File: config.mk
export PLATFORM = sky130hd
export DESIGN_NAME = fifo_ctrl_bulk
export DESIGN_NICKNAME = d
export VERILOG_FILES = /design/src/rtl/fifo_pkg.sv /design/src/rtl/fifo_ptr.sv /design/src/rtl/fifo_ctrl_bulk.sv
export SDC_FILE = /design/constraint.sdc
export NUM_CORES = 1
export LEC_CHECK = 0
export CORE_MARGIN = 8
export CORE_UTILIZATION = 30
export DETAILED_ROUTE_END_ITERATION = 12
export MAX_ROUTING_LAYER = met4
export PLACE_DENSITY = 0.49
export SLEW_MARGIN = 25
export SYNTH_ARGS = -nofsm -noshare
export SYNTH_HDL_FRONTEND = slang
export SYNTH_HIERARCHICAL = 1
export SYNTH_SLANG_ARGS = --single-unit
export TNS_END_PERCENT = 100
File: constraint.sdc
create_clock -name clk -period 10.1 [get_ports clk]
set_clock_uncertainty 0.05 [all_clocks]
set_input_delay 2.525 -clock clk [delete_from_list [all_inputs] [get_ports clk]]
set_output_delay 2.525 -clock clk [all_outputs]
set_load 0.05 [all_outputs]
File: src/rtl/fifo_pkg.sv
// Shared sizing helpers and the status bundle for the bulk-capable FIFO.
package fifo_pkg;

  localparam int DEF_DATA_SIZE = 8;
  localparam int DEF_ADDR_EXP  = 4;

  function automatic int depth_of(input int aexp);
    return 1 << aexp;
  endfunction

  // Count needs one extra bit so that DEPTH itself is representable.
  function automatic int cnt_w(input int aexp);
    return aexp + 1;
  endfunction

  typedef struct packed {
    logic empty;
    logic full;
    logic almost_empty;
    logic almost_full;
    logic overflow;
    logic underflow;
  } fifo_status_t;

endpackage

File: src/rtl/fifo_ptr.sv
// Wrapping FIFO pointer: load beats flush beats increment.
module fifo_ptr #(
  parameter int AW = 4
) (
  input  logic          clk,
  input  logic          reset,
  input  logic          load,
  input  logic [AW-1:0] load_val,
  input  logic          flush,
  input  logic          inc,
  output logic [AW-1:0] ptr
);

  always_ff @(posedge clk or negedge reset) begin
    if (!reset)     ptr <= '0;
    else if (load)  ptr <= load_val;
    else if (flush) ptr <= '0;
    else if (inc)   ptr <= ptr + AW'(1);
  end

endmodule

File: src/rtl/fifo_ctrl_bulk.sv
// First-word-fall-through FIFO with bulk load, oldest-first snapshot,
// occupancy count, threshold status and sticky error flags.
module fifo_ctrl_bulk
  import fifo_pkg::*;
#(
  parameter int DATA_SIZE      = DEF_DATA_SIZE,
  parameter int ADDR_SPACE_EXP = DEF_ADDR_EXP,
  parameter int AF_THRESH      = depth_of(ADDR_SPACE_EXP) - 2,
  parameter int AE_THRESH      = 2
) (
  input  logic                                      clk,
  input  logic                                      reset,
  input  logic                                      write_to_fifo,
  input  logic [DATA_SIZE-1:0]                      write_data_in,
  input  logic                                      read_from_fifo,
  output logic [DATA_SIZE-1:0]                      read_data_out,
  input  logic                                      flush,
  input  logic                                      load_all,
  input  logic [ADDR_SPACE_EXP:0]                   load_count,
  input  logic [DATA_SIZE*(1<<ADDR_SPACE_EXP)-1:0]  mem_in,
  output logic [DATA_SIZE*(1<<ADDR_SPACE_EXP)-1:0]  mem_out,
  output logic [ADDR_SPACE_EXP:0]                   count,
  output logic                                      empty,
  output logic                                      full,
  output logic                                      almost_empty,
  output logic                                      almost_full,
  output logic                                      overflow,
  output logic                                      underflow,
  input  logic                                      clear_errors
);

  localparam int DEPTH = depth_of(ADDR_SPACE_EXP);
  localparam int CW    = cnt_w(ADDR_SPACE_EXP);
  localparam int AW    = ADDR_SPACE_EXP;

  logic [DATA_SIZE-1:0] mem [DEPTH];
  logic [AW-1:0]        rd_ptr, wr_ptr;
  logic [CW-1:0]        ld_n;
  logic                 ov_q, un_q;
  logic                 busy, push_ok, pop_ok, ov_evt, un_evt;
  fifo_status_t         st;

  always_comb begin
    st              = '0;
    st.empty        = (count == '0);
    st.full         = (count == CW'(DEPTH));
    st.almost_empty = (count <= CW'(AE_THRESH));
    st.almost_full  = (count >= CW'(AF_THRESH));
    st.overflow     = ov_q;
    st.underflow    = un_q;
  end

  assign {empty, full, almost_empty, almost_full, overflow, underflow} = st;

  // Full with a concurrent pop still accepts the push: the head slot is
  // read out combinationally before the edge reuses it.
  assign busy    = load_all | flush;
  assign push_ok = !busy & write_to_fifo & (!st.full | read_from_fifo);
  assign pop_ok  = !busy & read_from_fifo & !st.empty;
  assign ov_evt  = !busy & write_to_fifo & st.full & !read_from_fifo;
  assign un_evt  = !busy & read_from_fifo & st.empty;
  assign ld_n    = (load_count > CW'(DEPTH)) ? CW'(DEPTH) : load_count;

  fifo_ptr #(.AW(AW)) u_rd_ptr (
    .clk(clk), .reset(reset), .load(load_all), .load_val('0),
    .flush(flush), .inc(pop_ok), .ptr(rd_ptr)
  );

  fifo_ptr #(.AW(AW)) u_wr_ptr (
    .clk(clk), .reset(reset), .load(load_all), .load_val(ld_n[AW-1:0]),
    .flush(flush), .inc(push_ok), .ptr(wr_ptr)
  );

  always_ff @(posedge clk or negedge reset) begin
    if (!reset) begin
      count <= '0;
      ov_q  <= 1'b0;
      un_q  <= 1'b0;
    end else begin
      if (load_all)   count <= ld_n;
      else if (flush) count <= '0;
      else            count <= count + CW'(push_ok) - CW'(pop_ok);
      ov_q <= ov_evt | (ov_q & !clear_errors);
      un_q <= un_evt | (un_q & !clear_errors);
    end
  end

  // Storage is deliberately left unreset; stale words are harmless.
  always_ff @(posedge clk) begin
    if (load_all) begin
      for (int i = 0; i < DEPTH; i++)
        mem[i] <= mem_in[i*DATA_SIZE +: DATA_SIZE];
    end else if (push_ok) begin
      mem[wr_ptr] <= write_data_in;
    end
  end

  assign read_data_out = mem[rd_ptr];

  for (genvar i = 0; i < DEPTH; i++) begin : g_snap
    logic [AW-1:0] idx;
    assign idx = rd_ptr + AW'(i);
    assign mem_out[i*DATA_SIZE +: DATA_SIZE] = mem[idx];
  end

endmodule

; Word level (Yosys, flattened, before mapping)
; Memories as Yosys holds them, arrays and structs flattened.
; Cells that the tools add are included.
[word_totals]
ff_bits = 15
mem_bits_rw = 128
in_bits = 148
out_inout_bits = 147
elab_cells = 67
mem_count = 1
[op_classes]
add_sub_neg = 18
order_cmp = 3
n_eq_ne = 1
mux = 17
n_bitwise = 13
reduce_logical = 9
[mem_list]
columns = name, depth, word_bits, rd, rd_ports_with_merged_regs, wr, line
row1 = mem, 16, 8, 16, 0, 16, fifo_ctrl_bulk.sv:36  ; logic [DATA_SIZE-1:0] mem [DEPTH];
[ops]
columns = op, count
row1 = $add 4x4->4 const B, 8
row2 = $mux 4, 7
row3 = $add 4x3->4 const B, 4
row4 = $mux 5, 3
row5 = $and 1x1->1, 9
row6 = $add 4x1->4 const B, 2
row7 = $add 4x2->4 const B, 2
row8 = $mux 8, 1
row9 = $reduce_or 8->1, 1
row10 = $mux 1, 6
row11 = $reduce_bool 3->1, 2
row12 = $add 5x1->5, 1
row13 = $eq 5x5->1 const B, 1
row14 = $ge 5x4->1 const B, 1
row15 = $gt 5x5->1 const B, 1
row16 = $le 5x2->1 const B, 1
row17 = $logic_not 1->1, 5
row18 = $logic_not 5->1, 1
row19 = $sub 5x1->5, 1
row20 = $or 1x1->1, 4

; Logic depth before layout (Yosys ltp)
; Gate-level depths: netlist of the first run.
[depth]
word_depth = 9
ltp_mapped = 16
mapped_depth_nobuf = 14

; Hierarchy
; The synthesis of the first run kept the hierarchy.
[modules_own_cells]
columns = mod, n_inst, cells_each, area_per_inst_um2
row1 = fifo_ctrl_bulk, 1, 924, 13233.9
row2 = fifo_ptr, 2, 16, 198.9

; Worst setup path before layout of the first run
; OpenSTA, ideal clock, no wires.
[synth_timing]
kind = reg2out
startpoint = register u_rd_ptr.ptr[0]
endpoint = output mem_out[111]
t_arrival_ns = 3.151
required_time_ns = 7.525
path_slack_ns = 4.374
stages_incl_launch_ff = 12
path_buffers = 7
path_cell_list = dfrtp_1 > buf_6 > buf_6 > buf_2 > clkbuf_1 > inv_1 > ha_1 > buf_6 > buf_4 > buf_2 > mux4_2 > mux4_1
[synth_between]
elab_chain_len = 2
[synth_lines]
columns = element, line
row1 = "start, declared", fifo_ptr.sv:11  ; output logic [AW-1:0] ptr
row2 = "start signal, assigned", fifo_ptr.sv:16  ; else if (load) ptr <= load_val;
row3 = "start signal, assigned", fifo_ptr.sv:18  ; else if (inc) ptr <= ptr + AW'(1);
row4 = $add 4x4->4, fifo_ctrl_bulk.sv:102  ; assign idx = rd_ptr + AW'(i);
row5 = $mem_v2 16x8, --
row6 = "end, declared", fifo_ctrl_bulk.sv:21  ; output logic [DATA_SIZE*(1<<ADDR_SPACE_EXP)-1:0] mem_out,
; Every way passes these cells.

; Worst setup path in the final report of the first run
[layout_timing]
startpoint = register u_rd_ptr.ptr[1]
endpoint = output mem_out[77]
; The elaborated chain is that of the path after synthesis.

==> results.cfg, run 1 <==
[worst_setup_path]
crit_fanout = 55
end_kind = primary output
critPathRequiredTime_ps = 7530
cp.arrival_ps = 4310
critPathLaunchType = register
critPathKind = register to primary output

[timing]
finalCritPeriodShare_pct = 68.1
setup_violations = 0
fin_crit_ps = 6880
worst-slew-pin-transition_ps = 1100
drv_slew = 0
finalHoldViolations = 0
max-slew-margin-rel_pct = 26.4
setup_tns_ps = 0
achievable-frequency_ghz = 0.145
grt_setup_unrepaired = false

[floorplan]
core_um2 = 45100
rows = 78
dieArea_um2 = 52500
die_h_um = 229
pin_count = 295
die_x_um = 229
initial_core_util_pct = 30.2

[drt]
first_pass_iters = 5
wl_per_cell_um = 32.5
ant_nets = 0
drtIter0Drc = 1394
drt-total-wl_um = 58600
route.detailed.drc = 0
vias = 10800
via_per_inst = 5.99

[logic_synthesis]
synth_top_area_cell = mux4_2
netlist_area_um2 = 13600
yosys.area.top_type_share_pct = 31.6
async_reset_ff_share_pct = 10.5
synth_area_leaders = mux4_2 32%, edfxtp_1 28%, mux2_2 11%, a22oi_1 4.8%, mux2i_1 3.5%
synth_cell_types = 47
ys_seq_area_share_pct = 30.9
synth-edff-count = 128
synthCells = 956
ys.flop_type = edfxtp_1
yosysWarnings = 6
synth-seq-cells = 143
syn_avg_cell_area_um2 = 14.3

[global_route]
grt_pass1_vias = 10700
grt_pass1_wl_um = 82200
grt_max_degree = 65
grt_use_total_pct = 22.2
grt_remaining_overflow = 0
antenna_found_initial = 3

[clock_tree]
clkSinkCount = 143
cts_tree = done
clkTransAtPathRegs_ps = 60
clockBufferDepth = 2
post_cts_buffers = 0
root_buffer = clkbuf_16
cts_buffers = 17
cts-resized-gates = 0
cts.htree.levels = 4
clock_latency_ps = 420
ctsHoldBuffers = 0

[placed_design]
place_hpwl_um = 47100
portBuffers = 294
gp_routability_congestion = 0.912

[worst_hold_path]
hold_class = register to register

[status]
status = complete, no violations

[power]
leakagePower_nw = 5.91
ir_worst_vdd_v = 0.000140
finalPower_mw = 3.25
powerDensity_nw_per_um2 = 187

[layout]
finalNetCount = 1355
area_growth_pct = 27.9
drive_above_1_share_pct = 33.1
fillers = 4276

[run]
cap_violations = 0
[through the flow]
step	setup slack (ps)	utilization, %	hold WS [ps]	std cells	cell area, um^2
floorplan	4370	-	563	959	13600
global placement	3530	37.4	428	1767	16900
detailed placement	3460	37.4	434	1767	16800
CTS	3000	38.6	447	1798	17400
global route	3020	38.7	475	1799	17400
finish	3220	38.7	450	1800	17400
[critical path, cell delays in order (launching register included)]
cell,delay [ps]
dfrtp_4,650
buf_4,720
ha_1,440
xnor2_2,250
buf_4,450
mux4_2,570
clkdlybuf4s50_1,720
[path summary, 6_finish.rpt]
kind / start / to / slack [ps] / cells past startpoint
hold / removal: underflow / underflow / 450 / 1
max in group asynchronous: reset / u_rd_ptr/ptr[0] / 6860 / 1
hold reg to reg: underflow / underflow / 450 / 1
setup reg to reg: count[2] / count[4] / 6650 / 14
setup / recovery: u_rd_ptr/ptr[1] / mem_out[77] / 3220 / 6
min in group asynchronous: reset / count[3] / 2530 / 1
[state kept, by name (all words and copies together), names as in the netlist]
signal and cells:
mem 128, overflow 1, u_rd_ptr/ptr 4, underflow 1, u_wr_ptr/ptr 4, count 5
[cells by family (layout without fill, tap and decap cells)]
family | after synthesis | count (layout) | synth area share, %
other cells | 1 | 5 | 0.0275
mux | 386 | 386 | 48.2
fa+ha+maj | 20 | 20 | 1.89
flops | 143 | 143 | 31.0
compound gates | 151 | 151 | 7.65
buf+inv | 113 | 353 | 4.87
simple gates | 121 | 121 | 4.68
xor+xnor | 21 | 21 | 1.71
[cell usage in the layout (no fill, tap or decap), types with 6 or more instances in the layout]
master	count
a21oi_1	12
a22o_1	13
a22oi_1	88
and2_1	6
buf_4	12
clkbuf_16	17
clkdlybuf4s50_1	292
dfrtp_1	11
edfxtp_1	128
ha_1	18
inv_1	15
mux2_2	136
mux2i_1	48
mux4_1	9
mux4_2	191
nand2_1	50
nand2b_1	14
nand3_2	8
nor2_1	15
nor2b_1	9
o21ai_0	32
xnor2_1	7
xor2_1	7
[report_power, final]
part,switching [mW],internal (mW)
Clock,0.245,0.358
Combinational,1.14,0.720
Sequential,0.0945,0.694
Total,1.48,1.77
[synthesized netlist by cell type, types with 3 or more instances]
cell type  instances
mux4_2           191
mux2_2           136
edfxtp_1         128
a22oi_1           88
nand2_1           50
mux2i_1           48
clkbuf_1          33
o21ai_0           32
buf_2             25
buf_4             24
ha_1              19
nor2_1            19
dfrtp_1           15
inv_1             15
nand2b_1          14
a22o_1            13
a21oi_1           12
buf_6             10
mux4_1             9
nor2b_1            9
xnor2_1            9
nand3_2            8
xor2_1             7
and2_1             6
buf_1              3
nand3_1            3
nand4_2            3
[per-layer routing]
layer	GRT usage, %	up-vias	wire length (um)
met2	34.4	608	27400
met3	3.97	62	4540
met5	-	-	0
met4	5.88	0	1470
li1	-	4469	-
met1	29.7	5644	25200
[area by class of cell]
class | count | area (um^2) | area share, %
repair buffers | 307 | 3050 | 17.5
clock inverters | 13 | 124 | 0.710
diodes | 1 | 2.50 | 0.0143
multi-input cells | 703 | 8800 | 50.4
inverters | 15 | 56.3 | 0.323
well taps | 600 | 751 | 4.30
clock buffers | 18 | 429 | 2.46
flip-flops and latches | 143 | 4230 | 24.3
Power figures use the tool's default switching activity.
==> run 2, diff against run 1 <==
==> constraint.sdc (replaced) <==
create_clock -name clk -period 6.7 [get_ports clk]
set_clock_uncertainty 0.05 [all_clocks]
set_input_delay 1.675 -clock clk [delete_from_list [all_inputs] [get_ports clk]]
set_output_delay 1.675 -clock clk [all_outputs]
set_load 0.05 [all_outputs]
==> run 2 against run 1 <==
Compared with the run above: register-to-register slack worse by 3200 ps; sequential share of layout area down 0.088 points; clock power up 47%; total power up 50%; final cell count up 0.61%; critical endpoint is now mem_out[104]; largest cell class unchanged.
==> results.cfg, run 2 (synthesized netlist as in run 1, its figures left out) <==
[worst_setup_path]
cp_slowest_cell = clkdlybuf4s50_1
end_kind = primary output
cp.arrival_ps = 4110
crit_family = buffers and inverters
cpMostUsedCell = mux4_2
crit_cells = 6
reg2reg_to = count[4]
r2r.worst_path.cells = 14
critPathKind = register to primary output
path_cells = inv_1 -> ha_4 -> buf_4 -> mux4_2 -> mux4_2 -> clkdlybuf4s50_1
slowest_delay_ps = 720
critPathRequiredTime_ps = 4970
critPathLaunchType = register
r2r_slack_ps = 3410
cp.buffers_inverters = 3
crit_fanout = 35
regToRegStartpoint = count[2]

[layout]
area_growth_pct = 28.4
fin_util_pct = 38.8
finalNetCount = 1364
largest_register_ff_count = 128
largest_registers = mem x128, count x5
top_register = mem
final_cell_mix = 292 x clkdlybuf4s50_1, 191 x mux4_2, 136 x mux2_2, 128 x edfxtp_1, 88 x a22oi_1
final_common_cell = clkdlybuf4s50_1
drive_above_1_share_pct = 33.4
fin_cells = 1811

[timing]
fin_crit_ps = 5840
grt_setup_unrepaired = false
max-slew-margin-rel_pct = 28.1
finalHoldViolations = 0
worst-slew-pin-transition_ps = 1080
finalCritPeriodShare_pct = 87.1
achievable-frequency_ghz = 0.171
setup_violations = 0
drv_slew = 0
setup_ws_ps = 865
setup_tns_ps = 0

[worst_hold_path]
min_from = underflow
hold_depth = 1
whs_endpoint = underflow
hold_class = register to register

[clock_tree]
cts-resized-gates = 0
root_buffer = clkbuf_16
clkTransAtPathRegs_ps = 60
clockBufferDepth = 2
clock_latency_ps = 420
clkSinkCount = 143
post_cts_buffers = 0
ctsHoldBuffers = 0
cts_tree = done
cts_buffers = 17
cts.htree.levels = 4

[floorplan]
initial_core_util_pct = 30.2
dieArea_um2 = 52500
die_x_um = 229
core_um2 = 45100
die_h_um = 229
pin_count = 295
rows = 78

[power]
powerDensity_nw_per_um2 = 279
ir_worst_vdd_v = 0.000169
leakagePower_nw = 5.94

[global_route]
grt_max_degree = 92
grt_pass1_wl_um = 83300
grt_remaining_overflow = 0
grt_use_total_pct = 22.6
antenna_found_initial = 2
grt_pass1_vias = 10800

[placed_design]
dpl_worst_slack_ps = 1310
gp_routability_congestion = 0.948
portBuffers = 294
place_hpwl_um = 48200
dp.cells = 1777

[drt]
first_pass_iters = 6
ant_nets = 0
via_per_inst = 6.01
wl_per_cell_um = 32.9
vias = 10900
route.detailed.drc = 0
drtIter0Drc = 1857
drt-total-wl_um = 59600

[status]
status = complete, no violations

[run]
cap_violations = 0
## run 2: worst max path at each step
stage / from / to / slack (ps)
after global placement: u_rd_ptr/ptr[1] / mem_out[8] / 1330
final: u_rd_ptr/ptr[1] / mem_out[104] / 860
after global routing: u_rd_ptr/ptr[1] / mem_out[90] / 690
after detailed placement: u_rd_ptr/ptr[1] / mem_out[90] / 1310
after floorplan: u_rd_ptr/ptr[0] / mem_out[111] / 1820
after CTS: u_rd_ptr/ptr[1] / mem_out[90] / 840
## run 2: worst register-to-register path, cell delays in order, from the launching register on
cell	delay (ps)
dfrtp_1	420
inv_1	130
ha_1	200
inv_1	60
nor4_1	440
nor2_1	270
ha_1	350
inv_1	60
ha_1	160
inv_1	60
fa_1	390
o21bai_1	170
a21oi_1	90
xor2_1	140
a22o_1	200
## run 2: metrics by stage
stage / area, um^2 / total power, mW / hold slack [ps]
6_report: 17500 / 4.89 / 449
5_1_grt: 17500 / 5.05 / 473
4_1_cts: 17500 / 4.90 / 452
3_5_place_dp: 17000 / 4.01 / 439
3_3_place_gp: 17000 / 4.00 / 426
2_1_floorplan: 13600 / 3.06 / 563
## run 2: where the power goes
part	internal (mW)	switching, mW
clock network	0.508	0.379
logic	1.09	1.71
registers	1.05	0.154
total	2.65	2.24
## run 2: layout make-up
cell class | instances | area [um^2]
fillers | 4354 | 27600
repair buffers | 316 | 3130
clock inverters | 13 | 116
flip-flops and latches | 143 | 4230
inverters | 15 | 56.3
diodes | 3 | 7.51
clock buffers | 18 | 429
multi-input cells | 703 | 8790
well taps | 600 | 751
## run 2: per-layer routing
layer  up-vias  global-route usage, %  wire length, um
met5         -                      -                0
met4         0                   6.38             1460
met3        72                   4.70             5730
met2       754                   34.2            27300
met1      5580                   30.5            25100
li1       4480                      -                -
